$ cat src/rtl/i2s_pkg.sv
// i2s_pkg: shared types and constants for the I2S transmitter.
// Holds the FSM state enum, word-select encodings, parameter range limits
// and the debug observation struct exported by the core.
package i2s_pkg;

    typedef enum logic {
        IDLE = 1'b0,
        RUN  = 1'b1
    } state_t;

    // Word-select levels (Philips I2S: low = left slot, high = right slot)
    localparam logic WS_LEFT  = 1'b0;
    localparam logic WS_RIGHT = 1'b1;

    // Legal parameter ranges
    localparam int DATA_W_MIN  = 8;
    localparam int DATA_W_MAX  = 32;
    localparam int SCK_DIV_MIN = 1;
    localparam int SCK_DIV_MAX = 256;

    // Bit counter width that covers the widest legal frame (2*DATA_W_MAX bits)
    localparam int DBG_CNT_W = $clog2(2 * DATA_W_MAX);

    // Debug view of the core: FSM state, frame bit counter, SCK edge strobes
    typedef struct packed {
        state_t                 state;
        logic [DBG_CNT_W-1:0]   bit_cnt;
        logic                   sck_rise;
        logic                   sck_fall;
    } dbg_t;

    // Number of bits in one stereo frame
    function automatic int frame_bits(input int data_w);
        return 2 * data_w;
    endfunction

endpackage

$ cat src/rtl/i2s_tx_clkgen.sv
// i2s_tx_clkgen: SCK generator for the I2S transmitter.
// While run_i is high the divider counts clk_i cycles and toggles sck_o every
// SCK_DIV cycles; the first toggle is a rising edge. While run_i is low the
// divider and sck_o are held at 0. sck_rise_o / sck_fall_o are high on the
// clk_i cycle whose closing edge makes SCK rise / fall, so registers enabled by
// them change on exactly that SCK edge.
module i2s_tx_clkgen
    import i2s_pkg::*;
#(
    parameter int SCK_DIV = 2
) (
    input  logic clk_i,
    input  logic rst_i,
    input  logic run_i,
    output logic sck_o,
    output logic sck_rise_o,
    output logic sck_fall_o
);

    // Divider sized for the largest legal SCK_DIV (counts 0..SCK_DIV-1)
    localparam int                 DIV_W    = $clog2(SCK_DIV_MAX);
    localparam logic [DIV_W-1:0]   DIV_LAST = DIV_W'(SCK_DIV - 1);

    logic [DIV_W-1:0] r_div;
    logic             r_sck;
    logic             w_tick;

    assign w_tick     = run_i && (r_div == DIV_LAST);
    assign sck_o      = r_sck;
    assign sck_rise_o = w_tick && !r_sck;
    assign sck_fall_o = w_tick && r_sck;

    // Divider and SCK level: held at 0 outside RUN, toggle on divider terminal count
    always_ff @(posedge clk_i) begin
        if (!rst_i) begin
            r_div <= '0;
            r_sck <= 1'b0;
        end else if (!run_i) begin
            r_div <= '0;
            r_sck <= 1'b0;
        end else if (w_tick) begin
            r_div <= '0;
            r_sck <= ~r_sck;
        end else begin
            r_div <= r_div + DIV_W'(1);
        end
    end

endmodule

$ cat src/rtl/i2s_tx_core.sv
// i2s_tx_core: Philips I2S stereo transmitter with a one-pair holding register.
// A {left,right} pair is accepted on valid&ready into the holding register and
// moved into a 2*DATA_W shift register at each frame start (SCK falling edge
// where the bit counter wraps to 0). Data and WS change on SCK falling edges,
// MSB first, with WS leading each slot's MSB by one SCK.
// Build option: I2S_TX_UNDERRUN_REPEAT_EN -- when defined, a frame that starts
// with the holding register empty resends the previous pair; otherwise zeros.
//
// Handshake: s_ready_o is high whenever the holding register is empty; a pair
// transfers on the clk_i edge where s_valid_i and s_ready_o are both high, and
// s_valid_i / data must stay stable until that edge. If the transfer edge is
// also a frame-start edge with the register empty, the pair goes straight into
// the shift register and the holding register stays empty.
module i2s_tx_core
    import i2s_pkg::*;
#(
    parameter int DATA_W  = 16,
    parameter int SCK_DIV = 2
) (
    input  logic              clk_i,
    input  logic              rst_i,
    input  logic              en_i,
    input  logic [DATA_W-1:0] s_left_i,
    input  logic [DATA_W-1:0] s_right_i,
    input  logic              s_valid_i,
    output logic              s_ready_o,
    output logic              sck_o,
    output logic              ws_o,
    output logic              sd_o,
    output logic              underrun_o,
    output dbg_t              dbg_o
);

    localparam int                 FRAME_W  = frame_bits(DATA_W);
    localparam int                 CNT_W    = $clog2(FRAME_W);
    localparam logic [CNT_W-1:0]   CNT_LAST = CNT_W'(FRAME_W - 1);
    localparam logic [CNT_W-1:0]   CNT_WS_R = CNT_W'(DATA_W - 1);

    // FSM
    state_t             r_state;
    state_t             w_state_nxt;
    logic               w_run;

    // SCK generator strobes
    logic               w_sck;
    logic               w_sck_rise;
    logic               w_sck_fall;

    // Bit sequencing
    logic               r_first;
    logic [CNT_W-1:0]   r_cnt;
    logic [CNT_W-1:0]   w_cnt_nxt;
    logic               r_ws;
    logic               w_wrap;
    logic               w_load;

    // Data path
    logic [FRAME_W-1:0] r_shift;
    logic [FRAME_W-1:0] r_hold;
    logic               r_full;
    logic               r_underrun;
    logic [FRAME_W-1:0] w_pair_in;
    logic [FRAME_W-1:0] w_frame;
    logic [FRAME_W-1:0] w_fallback;
    logic               w_accept;
    logic               w_underrun;

`ifdef I2S_TX_UNDERRUN_REPEAT_EN
    logic [FRAME_W-1:0] r_last;
    assign w_fallback = r_last;
`else
    assign w_fallback = '0;
`endif

    assign w_run = (r_state == RUN);

    i2s_tx_clkgen #(
        .SCK_DIV    (SCK_DIV)
    ) u_clkgen (
        .clk_i      (clk_i),
        .rst_i      (rst_i),
        .run_i      (w_run),
        .sck_o      (w_sck),
        .sck_rise_o (w_sck_rise),
        .sck_fall_o (w_sck_fall)
    );

    // Frame-boundary decode, holding-register handshake and frame source select
    always_comb begin
        w_pair_in  = {s_left_i, s_right_i};
        w_accept   = s_valid_i && !r_full;
        // The first falling edge after entering RUN starts the first frame;
        // afterwards a frame starts when the counter wraps from its last value.
        w_wrap     = w_sck_fall && (r_first || (r_cnt == CNT_LAST));
        // A wrap with en_i low ends transmission instead of starting a frame
        w_load     = w_wrap && (r_first || en_i);
        w_underrun = w_load && !r_full && !w_accept;
        w_cnt_nxt  = w_wrap ? '0 : (r_cnt + CNT_W'(1));
        if (r_full) begin
            w_frame = r_hold;
        end else if (w_accept) begin
            w_frame = w_pair_in;
        end else begin
            w_frame = w_fallback;
        end
    end

    // FSM state register
    always_ff @(posedge clk_i) begin
        if (!rst_i) begin
            r_state <= IDLE;
        end else begin
            r_state <= w_state_nxt;
        end
    end

    // FSM next state: leave RUN only at a frame boundary so frames always complete
    always_comb begin
        w_state_nxt = r_state;
        case (r_state)
            IDLE: begin
                if (en_i) begin
                    w_state_nxt = RUN;
                end
            end
            RUN: begin
                if (w_wrap && !r_first && !en_i) begin
                    w_state_nxt = IDLE;
                end
            end
            default: begin
                w_state_nxt = IDLE;
            end
        endcase
    end

    // Bit counter and word select, advanced on SCK falling edges
    always_ff @(posedge clk_i) begin
        if (!rst_i) begin
            r_first <= 1'b1;
            r_cnt   <= '0;
            r_ws    <= WS_LEFT;
        end else if (!w_run) begin
            r_first <= 1'b1;
            r_cnt   <= '0;
            r_ws    <= WS_LEFT;
        end else if (w_sck_fall) begin
            r_first <= 1'b0;
            r_cnt   <= w_cnt_nxt;
            // WS switches while the last bit of the previous slot is on the line
            if (w_cnt_nxt == CNT_WS_R) begin
                r_ws <= WS_RIGHT;
            end else if (w_cnt_nxt == CNT_LAST) begin
                r_ws <= WS_LEFT;
            end
        end
    end

    // Output shift register: load a frame at frame start, else shift MSB-first
    always_ff @(posedge clk_i) begin
        if (!rst_i) begin
            r_shift <= '0;
        end else if (!w_run) begin
            r_shift <= '0;
        end else if (w_sck_fall) begin
            if (w_load) begin
                r_shift <= w_frame;
            end else begin
                r_shift <= {r_shift[FRAME_W-2:0], 1'b0};
            end
        end
    end

    // Holding register, underrun pulse and (optionally) last-sent pair
    always_ff @(posedge clk_i) begin
        if (!rst_i) begin
            r_hold     <= '0;
            r_full     <= 1'b0;
            r_underrun <= 1'b0;
`ifdef I2S_TX_UNDERRUN_REPEAT_EN
            r_last     <= '0;
`endif
        end else begin
            r_underrun <= w_underrun;
            if (w_load) begin
                r_full <= 1'b0;
`ifdef I2S_TX_UNDERRUN_REPEAT_EN
                r_last <= w_frame;
`endif
            end else if (w_accept) begin
                r_hold <= w_pair_in;
                r_full <= 1'b1;
            end
        end
    end

    assign s_ready_o  = !r_full;
    assign sck_o      = w_sck;
    assign ws_o       = r_ws;
    assign sd_o       = r_shift[FRAME_W-1];
    assign underrun_o = r_underrun;

    assign dbg_o.state    = r_state;
    assign dbg_o.bit_cnt  = DBG_CNT_W'(r_cnt);
    assign dbg_o.sck_rise = w_sck_rise;
    assign dbg_o.sck_fall = w_sck_fall;

endmodule

$ cat config.mk
export PLATFORM = sky130hd
export DESIGN_NAME = i2s_tx_core
export DESIGN_NICKNAME = d
export VERILOG_FILES = /design/src/rtl/i2s_pkg.sv /design/src/rtl/i2s_tx_clkgen.sv /design/src/rtl/i2s_tx_core.sv
export SDC_FILE = /design/constraint.sdc
export NUM_CORES = 1
export LEC_CHECK = 0
export BUFFER_PORTS_ARGS = -buffer_cell sky130_fd_sc_hd__buf_2
export CORE_UTILIZATION = 52
export CTS_CLUSTER_DIAMETER = 150
export DETAILED_ROUTE_END_ITERATION = 6
export PLACE_DENSITY = 0.8
export REMOVE_ABC_BUFFERS = 1
export SETUP_SLACK_MARGIN = 0.5
export SYNTH_ARGS = -nofsm -noshare
export SYNTH_HDL_FRONTEND = slang
export SYNTH_SLANG_ARGS = --single-unit
export TNS_END_PERCENT = 1
$ cat constraint.sdc
create_clock -name clk_i -period 2 [get_ports clk_i]
set_input_delay 0.1 -clock clk_i [delete_from_list [all_inputs] [get_ports clk_i]]
set_output_delay 0.1 -clock clk_i [all_outputs]
set_load 0.05 [all_outputs]
; ---- Word-level counts from Yosys, hierarchy flattened
; Index checks and enable logic that the tools add are counted.
[classes]
add_sub_neg = 2
n_eq_ne = 4
n_mux = 9
bitwise_logic = 4
n_reduce_logical = 23
[op_table]
columns = operator, count
row1 = $mux 32, 3
row2 = $eq 5x5->1 const B, 2
row3 = $logic_and 1x1->1, 10
row4 = $add 8x1->8 const B, 1
row5 = $eq 8x1->1 const B, 1
row6 = $reduce_and 2->1, 3
row7 = $add 5x1->5 const B, 1
row8 = $eq 5x4->1 const B, 1
row9 = $logic_not 1->1, 5
row10 = $mux 5, 1
row11 = $mux 1, 4
row12 = $not 1->1, 4
row13 = $reduce_or 3->1, 1
row14 = $logic_or 1x1->1, 2
row15 = $pmux 1 s2, 1
row16 = $reduce_bool 2->1, 1
row17 = $reduce_or 2->1, 1
[totals]
register_bits = 83
in_bits = 36
output_inout_bits = 14
elab_cells = 52

; ---- Depth between registers and ports, before layout
; Gate-level depths: netlist (run 1).
[logic_depth]
word_depth = 8
depth_mapped = 8
depth_no_buf = 7

; ---- Modules after synthesis
; A second synthesis (run 1) with hierarchy kept.
[unflattened]
cells_unflattened = 429
hier_area_um2 = 3836.2
[modules_own_cells]
columns = mod, instances, cells_per_inst, area_per_inst_um2, seq_area_each_um2
row1 = i2s_tx_core, 1, 385, 3443.3, 1481.4
row2 = i2s_tx_clkgen, 1, 44, 392.9, 180.2

; ---- Worst setup path before layout (run 1)
; Ideal clock, no wire load.
[synth_path]
kind = register -> register
start = reg r_cnt[0]
end = reg r_shift[1]
arrival_time_ps = 2190
required_time_ps = 1883
slack_ps = -307
path_stages_with_launch = 8
path_buffers = 1
period_less_slack_ps = 2307
path_cell_list = dfxtp_1 > ha_1 > and3_1 > ha_1 > a21oi_1 > clkbuf_1 > o21ai_0 > a22o_1
[synth_via]
elab_chain_len = 5
[synth_rtl]
columns = item, line_no
row1 = from (decl), i2s_tx_core.sv:51  ; logic [CNT_W-1:0] r_cnt;
row2 = from (signal assigned), i2s_tx_core.sv:149  ; r_cnt <= w_cnt_nxt;
row3 = $eq 5x5->1, i2s_tx_core.sv:94  ; w_wrap = w_sck_fall && (r_first || (r_cnt == CNT_LAST));
row4 = $logic_or 1x1->1, i2s_tx_core.sv:94
row5 = $logic_and 1x1->1, i2s_tx_core.sv:94
row6 = $logic_and 1x1->1, i2s_tx_core.sv:96  ; w_load = w_wrap && (r_first || en_i);
row7 = $mux 32, i2s_tx_core.sv:166  ; if (w_load) begin
row8 = to (signal assigned), i2s_tx_core.sv:167  ; r_shift <= w_frame;
row9 = to (signal assigned), i2s_tx_core.sv:169  ; r_shift <= {r_shift[FRAME_W-2:0], 1'b0};
row10 = to (decl), i2s_tx_core.sv:58  ; logic [FRAME_W-1:0] r_shift;
; No other way between the ends.
; A chain may end at the register's enable or synchronous reset.

; ---- Worst setup path in the final report (run 1)
[layout_path]
start = reg r_cnt[0]
end = reg r_hold[14]
[layout_via]
elab_chain_len = 6
[layout_rtl]
columns = item, line_no
row1 = $eq 5x5->1, i2s_tx_core.sv:94
row2 = $logic_or 1x1->1, i2s_tx_core.sv:94
row3 = $logic_and 1x1->1, i2s_tx_core.sv:94
row4 = $logic_and 1x1->1, i2s_tx_core.sv:96
row5 = $not 1->1 (no line), n/a
row6 = $reduce_and 2->1 (no line), n/a
row7 = to (signal assigned), i2s_tx_core.sv:191  ; r_hold <= w_pair_in;
row8 = to (decl), i2s_tx_core.sv:59  ; logic [FRAME_W-1:0] r_hold;
; No other way between the ends.

==> results of run 1 <==
## synth_stat cells (all sizes together) (2+ instances only)
cell,instances
nand3,44
and2,32
buf,13
nor4b,2
clkbuf,30
nand2,73
a21oi,9
xnor2,3
dfxtp,83
a21o,2
a22o,31
ha,4
and3,3
a31oi,32
inv,2
xor2,5
nor3,4
nor2,14
o21ai,68
## sequential cells by signal (all words and copies together) (netlist names), 5 cells and up
signal and count:
r_shift 32, u_clkgen.r_div 8, r_cnt 5, r_hold 32
## report_power, final
part / switching, mW / internal, mW
Combinational: 0.263 / 0.214
Clock: 0.641 / 0.495
Sequential: 0.0220 / 1.70
## cells by family after synthesis
kind of cell | Yosys count | share of synthesized area [%]
XOR/XNOR | 8 | 1.84
buffers and inverters | 46 | 6.07
other | 1 | 0.0984
adder cells (fa/ha/maj) | 4 | 1.31
AO/OA/AOI/OAI | 143 | 23.6
AND/OR/NAND/NOR | 178 | 23.5
flip-flops | 83 | 43.6
## timing repair
| item | 4_1_cts | 5_1_grt |
|---|---|---|
| endpoints found under the hold margin | 28 | 0 |
| gates cloned | 2 | 7 |
| hold buffers | 28 | 0 |
| setup buffers | 4 | 4 |
| pin swaps | 4 | 14 |
| resized for setup | 5 | 79 |
| endpoints found under the setup margin | 82 | 84 |
## critical path: cells and delay by family (launching register included)
| kind | cells | cell delay [ns] |
|---|---|---|
| AOI/OAI and AO/OA | 3 | 0.58 |
| adders and majority gates | 2 | 0.31 |
| buffers and inverters | 2 | 0.37 |
| DFF | 1 | 0.34 |
| and+or+nand+nor | 2 | 0.23 |
## worst paths after layout
path           startpoint          to  slack, ns  depth (start not counted)
max              r_cnt[0]  r_hold[14]       0.08                          9
min          s_right_i[5]   r_hold[5]      0.006                          3
max reg2reg      r_cnt[0]  r_hold[14]       0.08                          9
min reg2reg    r_hold[18]  r_hold[18]       0.45                          2
## layout make-up
cell class | count | area share [%]
inverters | 3 | 0.242
clock buffers | 10 | 2.66
repair buffers | 114 | 20.1
flip-flops and latches | 83 | 32.2
clock inverters | 6 | 0.943
multi-input cells | 334 | 41.5
well taps | 96 | 2.32
## layer usage
layer / up-vias / GRT usage (%) / share of wire (%) / wire [µm]
li1: 1801 / - / - / -
met1: 1830 / 31.5 / 42 / 4560
met2: 156 / 43.0 / 50 / 5470
met3: 32 / 3.30 / 5.1 / 556
met4: 0 / 11.6 / 2.6 / 278
met5: - / 0 / 0 / 0
## stage by stage
step / TNS [ns] / utilization [%]
floorplan: -80.12 / -
global route: 0 / 74.5
CTS: 0 / 68.4
detailed placement: -1.95 / 60.1
global placement: -0.594 / 60.1
finish: 0 / 74.5
==> results.cfg, run 1 <==
[outcome]
status = finished, final reports clean

[synthesis]
netlist_top_cells_area = dfxtp_1 (44%), o21ai_0 (8.4%), nand2_1 (7.2%)
yosysSeqAreaShare_pct = 43.6
ys_seq_elements = 83
synth_ff_type = dfxtp_1
post_synth.cell_area_avg_um2 = 8.23
synth_edf_count = 0
synth_warnings = 0
synthCells = 463
ys_types = 34
async_flop_share_pct = 0
syn_area_um2 = 3810
yosysTopAreaCell = dfxtp_1
yosysTopAreaCellShare_pct = 43.6

[timing]
finalMaxSlewViolations = 0
min_period_over_period_pct = 96.1
hold_slack_ns = 0.00596
fmax_ghz = 0.520
finalCriticalPeriod_ns = 1.92
worstMarginPinSlew_ns = 0.851
final_hold_viol_count = 0
fin_ws_ns = 0.0773
setup_viol_count_final = 0
relSlewSlack_pct = 43.3
fin_skew_ns = 0.0128
rsz0062_at_grt = yes

[worst_hold_path]
hold_path_class = primary input to flip-flop

[cts]
cts.htree.levels = 3
cts_tree = built
root_buffer = clkbuf_8
clkSinkCount = 83
path_clk_slew_ns = 0.09
clock_latency_ns = 0.36
ctsLongestPathBuffers = 2
cts_buffers = 9

[critical_path]
crit_chain = ha_4 -> and3_4 -> ha_4 -> a21o_1 -> a41oi_4 -> buf_12 -> clkbuf_16 -> nand3_2 -> o21ai_1
cp-end-kind = flip-flop
slowest_stage = dfxtp_2
worstPathMaxFanout = 8
slowest_delay_ns = 0.34
required_ns = 2.28
criticalPathCategory = flip-flop to flip-flop
start_kind = flip-flop
crit_top_cell = ha_4
arrival_ns = 2.20

[floorplan]
die_x_um = 87.6
start_util_pct = 54.9
core-area_um2 = 6940
die_area_um2 = 7680
io_pins = 50
fp-row-count = 30
die_h_um = 87.6

[pwr]
power_mw = 3.33
cellPowerDensity_nw_per_um2 = 644
p_leak_nw = 1.95
vdd_drop_max_mv = 0.326

[finish]
final_cells = 646
nFillCells = 463
drive_gt1_share_pct = 27.8
layout.cells.most_common_list = dfxtp_1 (79), nand2_1 (72), buf_2 (46)
diodes = 0
design_area_um2 = 5170
final_common_cell = dfxtp_1
synthToLayoutAreaGrowth_pct = 35.7
seq_area_um2 = 1670
nets = 585
multi_input_area_um2 = 2150

[placed_design]
gp_congestion = 0.783
dp_hpwl_um = 5450
placed_cells = 585
placed_cell_area_um2 = 4170
port_buffers = 48
pre_cts_ws_ns = -0.0809

[grt]
grt_pass1_vias = 3267
grt_util_all_layers_pct = 25.1
grt_pass1_wl_um = 14900
overflow = 0
grt_max_degree = 69
antenna_found_initial = 0

[route]
post_drt_wl_per_cell_um = 16.8
first_pass_iters = 6
routed_wl_um = 10900
drt_iter0_drc = 373
drc = 0
vias_per_cell = 5.91
vias = 3819
ant_nets = 0

[flow_run]
max_cap_violations = 0
Note: power is estimated with default switching activity, not from simulation.
==> run 2, diff against run 1 <==
- CELL_PAD_IN_SITES_DETAIL_PLACEMENT: unset -> 0
- CELL_PAD_IN_SITES_GLOBAL_PLACEMENT: unset -> 2
- CORE_UTILIZATION: 52 -> 31
- MAX_ROUTING_LAYER: unset -> met4
- PLACE_DENSITY: 0.8 -> 0.82
==> run 2 against run 1 <==
Against the previous run:
- die area increased by 66%
- sequential power about the same
- register-to-register slack improved by 0.07 ns
==> results.cfg, run 2 (synthesis gave the netlist of run 1 again) <==
[floorplan]
core-area_um2 = 12000
die_x_um = 113
die_area_um2 = 12700
fp-row-count = 40
start_util_pct = 31.7
die_h_um = 113
io_pins = 50

[pwr]
p_leak_nw = 2.02
vdd_drop_max_mv = 0.319
p_sw_share_pct = 25.5
internal_power_mw = 2.76
cellPowerDensity_nw_per_um2 = 700
pwr-share-clk_pct = 41.9
p_seq_share_pct = 46.4
power_mw = 3.70
pwr-share-comb_pct = 11.7
p_sw_mw = 0.944

[timing]
fmax_ghz = 0.541
rsz0062_at_grt = yes
fin_ws_ns = 0.151
finalCriticalPeriod_ns = 1.85
min_period_over_period_pct = 92.4
finalMaxSlewViolations = 0
fin_skew_ns = 0.00938
setup_viol_count_final = 0
hold_slack_ns = 0.00852
final_hold_viol_count = 0

[route]
post_drt_wl_per_cell_um = 15.6
routed_wl_um = 10900
drc = 0
first_pass_iters = 4
ant_nets = 0
drt_iter0_drc = 245
vias_per_cell = 5.13
vias = 3587

[cts]
path_clk_slew_ns = 0.06
cts_buffers = 9
ctsLongestPathBuffers = 2
cts_tree = built
root_buffer = clkbuf_16
clock_latency_ns = 0.35
clkSinkCount = 83
cts.htree.levels = 3

[critical_path]
slowest_stage = dfxtp_4
slowest_delay_ns = 0.34
crit_chain = inv_2 -> ha_4 -> nor4b_4 -> buf_4 -> buf_4 -> a41oi_4 -> buf_12 -> clkbuf_16 -> nand3_1 -> o21ai_0
required_ns = 2.24
arrival_ns = 2.09
path_buf_inv = 5
crit_family = buffers and inverters
criticalPathCategory = flip-flop to flip-flop
crit_top_cell = buf_4
worstPathMaxFanout = 7
cp-end-kind = flip-flop
start_kind = flip-flop

[grt]
grt_util_all_layers_pct = 17.2
overflow = 0
grt_pass1_vias = 3321
antenna_found_initial = 0
grt_pass1_wl_um = 16700
grt_max_degree = 69

[finish]
synthToLayoutAreaGrowth_pct = 38.8
nets = 588
drive_gt1_share_pct = 25.5
diodes = 0
design_area_um2 = 5290
final_common_cell = dfxtp_1
top_regs = r_hold: 32 flops, r_shift: 32 flops, u_clkgen.r_div: 8 flops
final_util_pct = 44.0
layout.cells.most_common_list = dfxtp_1 (79), nand2_1 (66), buf_2 (46)

[placed_design]
pre_cts_ws_ns = 0.116
dp_hpwl_um = 5850
placed_cell_area_um2 = 4250
gp_congestion = 0.768
port_buffers = 48

[worst_hold_path]
hold_path_class = primary input to flip-flop

[flow_run]
max_cap_violations = 0

[outcome]
status = finished, final reports clean
run 2: cell types whose count changed in the layout (fill, tap and decap cells not counted), moves of 4 or more:
| cell | before | now |
|---|---|---|
| nand2_2 | 0 | 7 |
| o21ai_1 | 28 | 22 |
| dlygate4sd3_1 | 28 | 24 |
| clkbuf_8 | 10 | 1 |
| nand3_1 | 16 | 39 |
| nand2_1 | 72 | 66 |
| clkbuf_16 | 5 | 13 |
| nand3_2 | 27 | 4 |
| o21ai_0 | 36 | 40 |
run 2: metrics by stage:
stage               TNS [ns]  instances
floorplan             -80.12        420
global placement           0        635
detailed placement         0        635
CTS                        0        684
global route               0        699
finish                     0        699
run 2: final cells by class:
cell class | count | area [µm²]
timing repair buffer | 117 | 1120
sequential | 83 | 1670
inverter | 3 | 12.5
tap | 147 | 184
fill | 1203 | 6720
multi-input combinational | 334 | 2030
clock buffer | 11 | 243
clock inverter | 4 | 26.3
run 2: layer usage:
metal	wire [µm]	track usage, %
met1	5050	21.4
met2	5200	27.4
met3	362	3.86
met4	272	6.32
met5	0	-
run 2: power by group through the flow:
stage          clock (mW)  combinational (mW)  sequential (mW)
2_1_floorplan           0               0.151             1.76
3_3_place_gp            0               0.324             1.75
3_5_place_dp            0               0.331             1.75
4_1_cts              1.59               0.371             1.72
5_1_grt              1.68               0.478             1.72
6_report             1.55               0.435             1.72
run 2: worst paths after layout:
| path | from | end | slack (ns) | cells past startpoint |
|---|---|---|---|---|
| min reg2reg | r_hold[16] | r_hold[16] | 0.44 | 2 |
| min | s_right_i[15] | r_hold[15] | 0.009 | 3 |
| max reg2reg | u_clkgen.r_div[1] | r_hold[30] | 0.15 | 10 |
| max | u_clkgen.r_div[1] | r_hold[30] | 0.15 | 10 |
run 2: timing repair:
item                                    in CTS  in global routing
endpoints found under the setup margin      85                 85
gates cloned                                 4                  7
setup buffers                                6                  8
endpoints found under the hold margin       24                  0
resized for setup                           26                 41
hold buffers                                24                  0
pin swaps                                    9                 18
run 2: worst reg2reg max path: cells and delay by family, from the launching register on:
kind / cells / cell delay, ns
DFF: 1 / 0.34
and+or+nand+nor: 2 / 0.37
adders and majority gates: 1 / 0.11
buffers and inverters: 5 / 0.69
AOI/OAI and AO/OA: 2 / 0.22
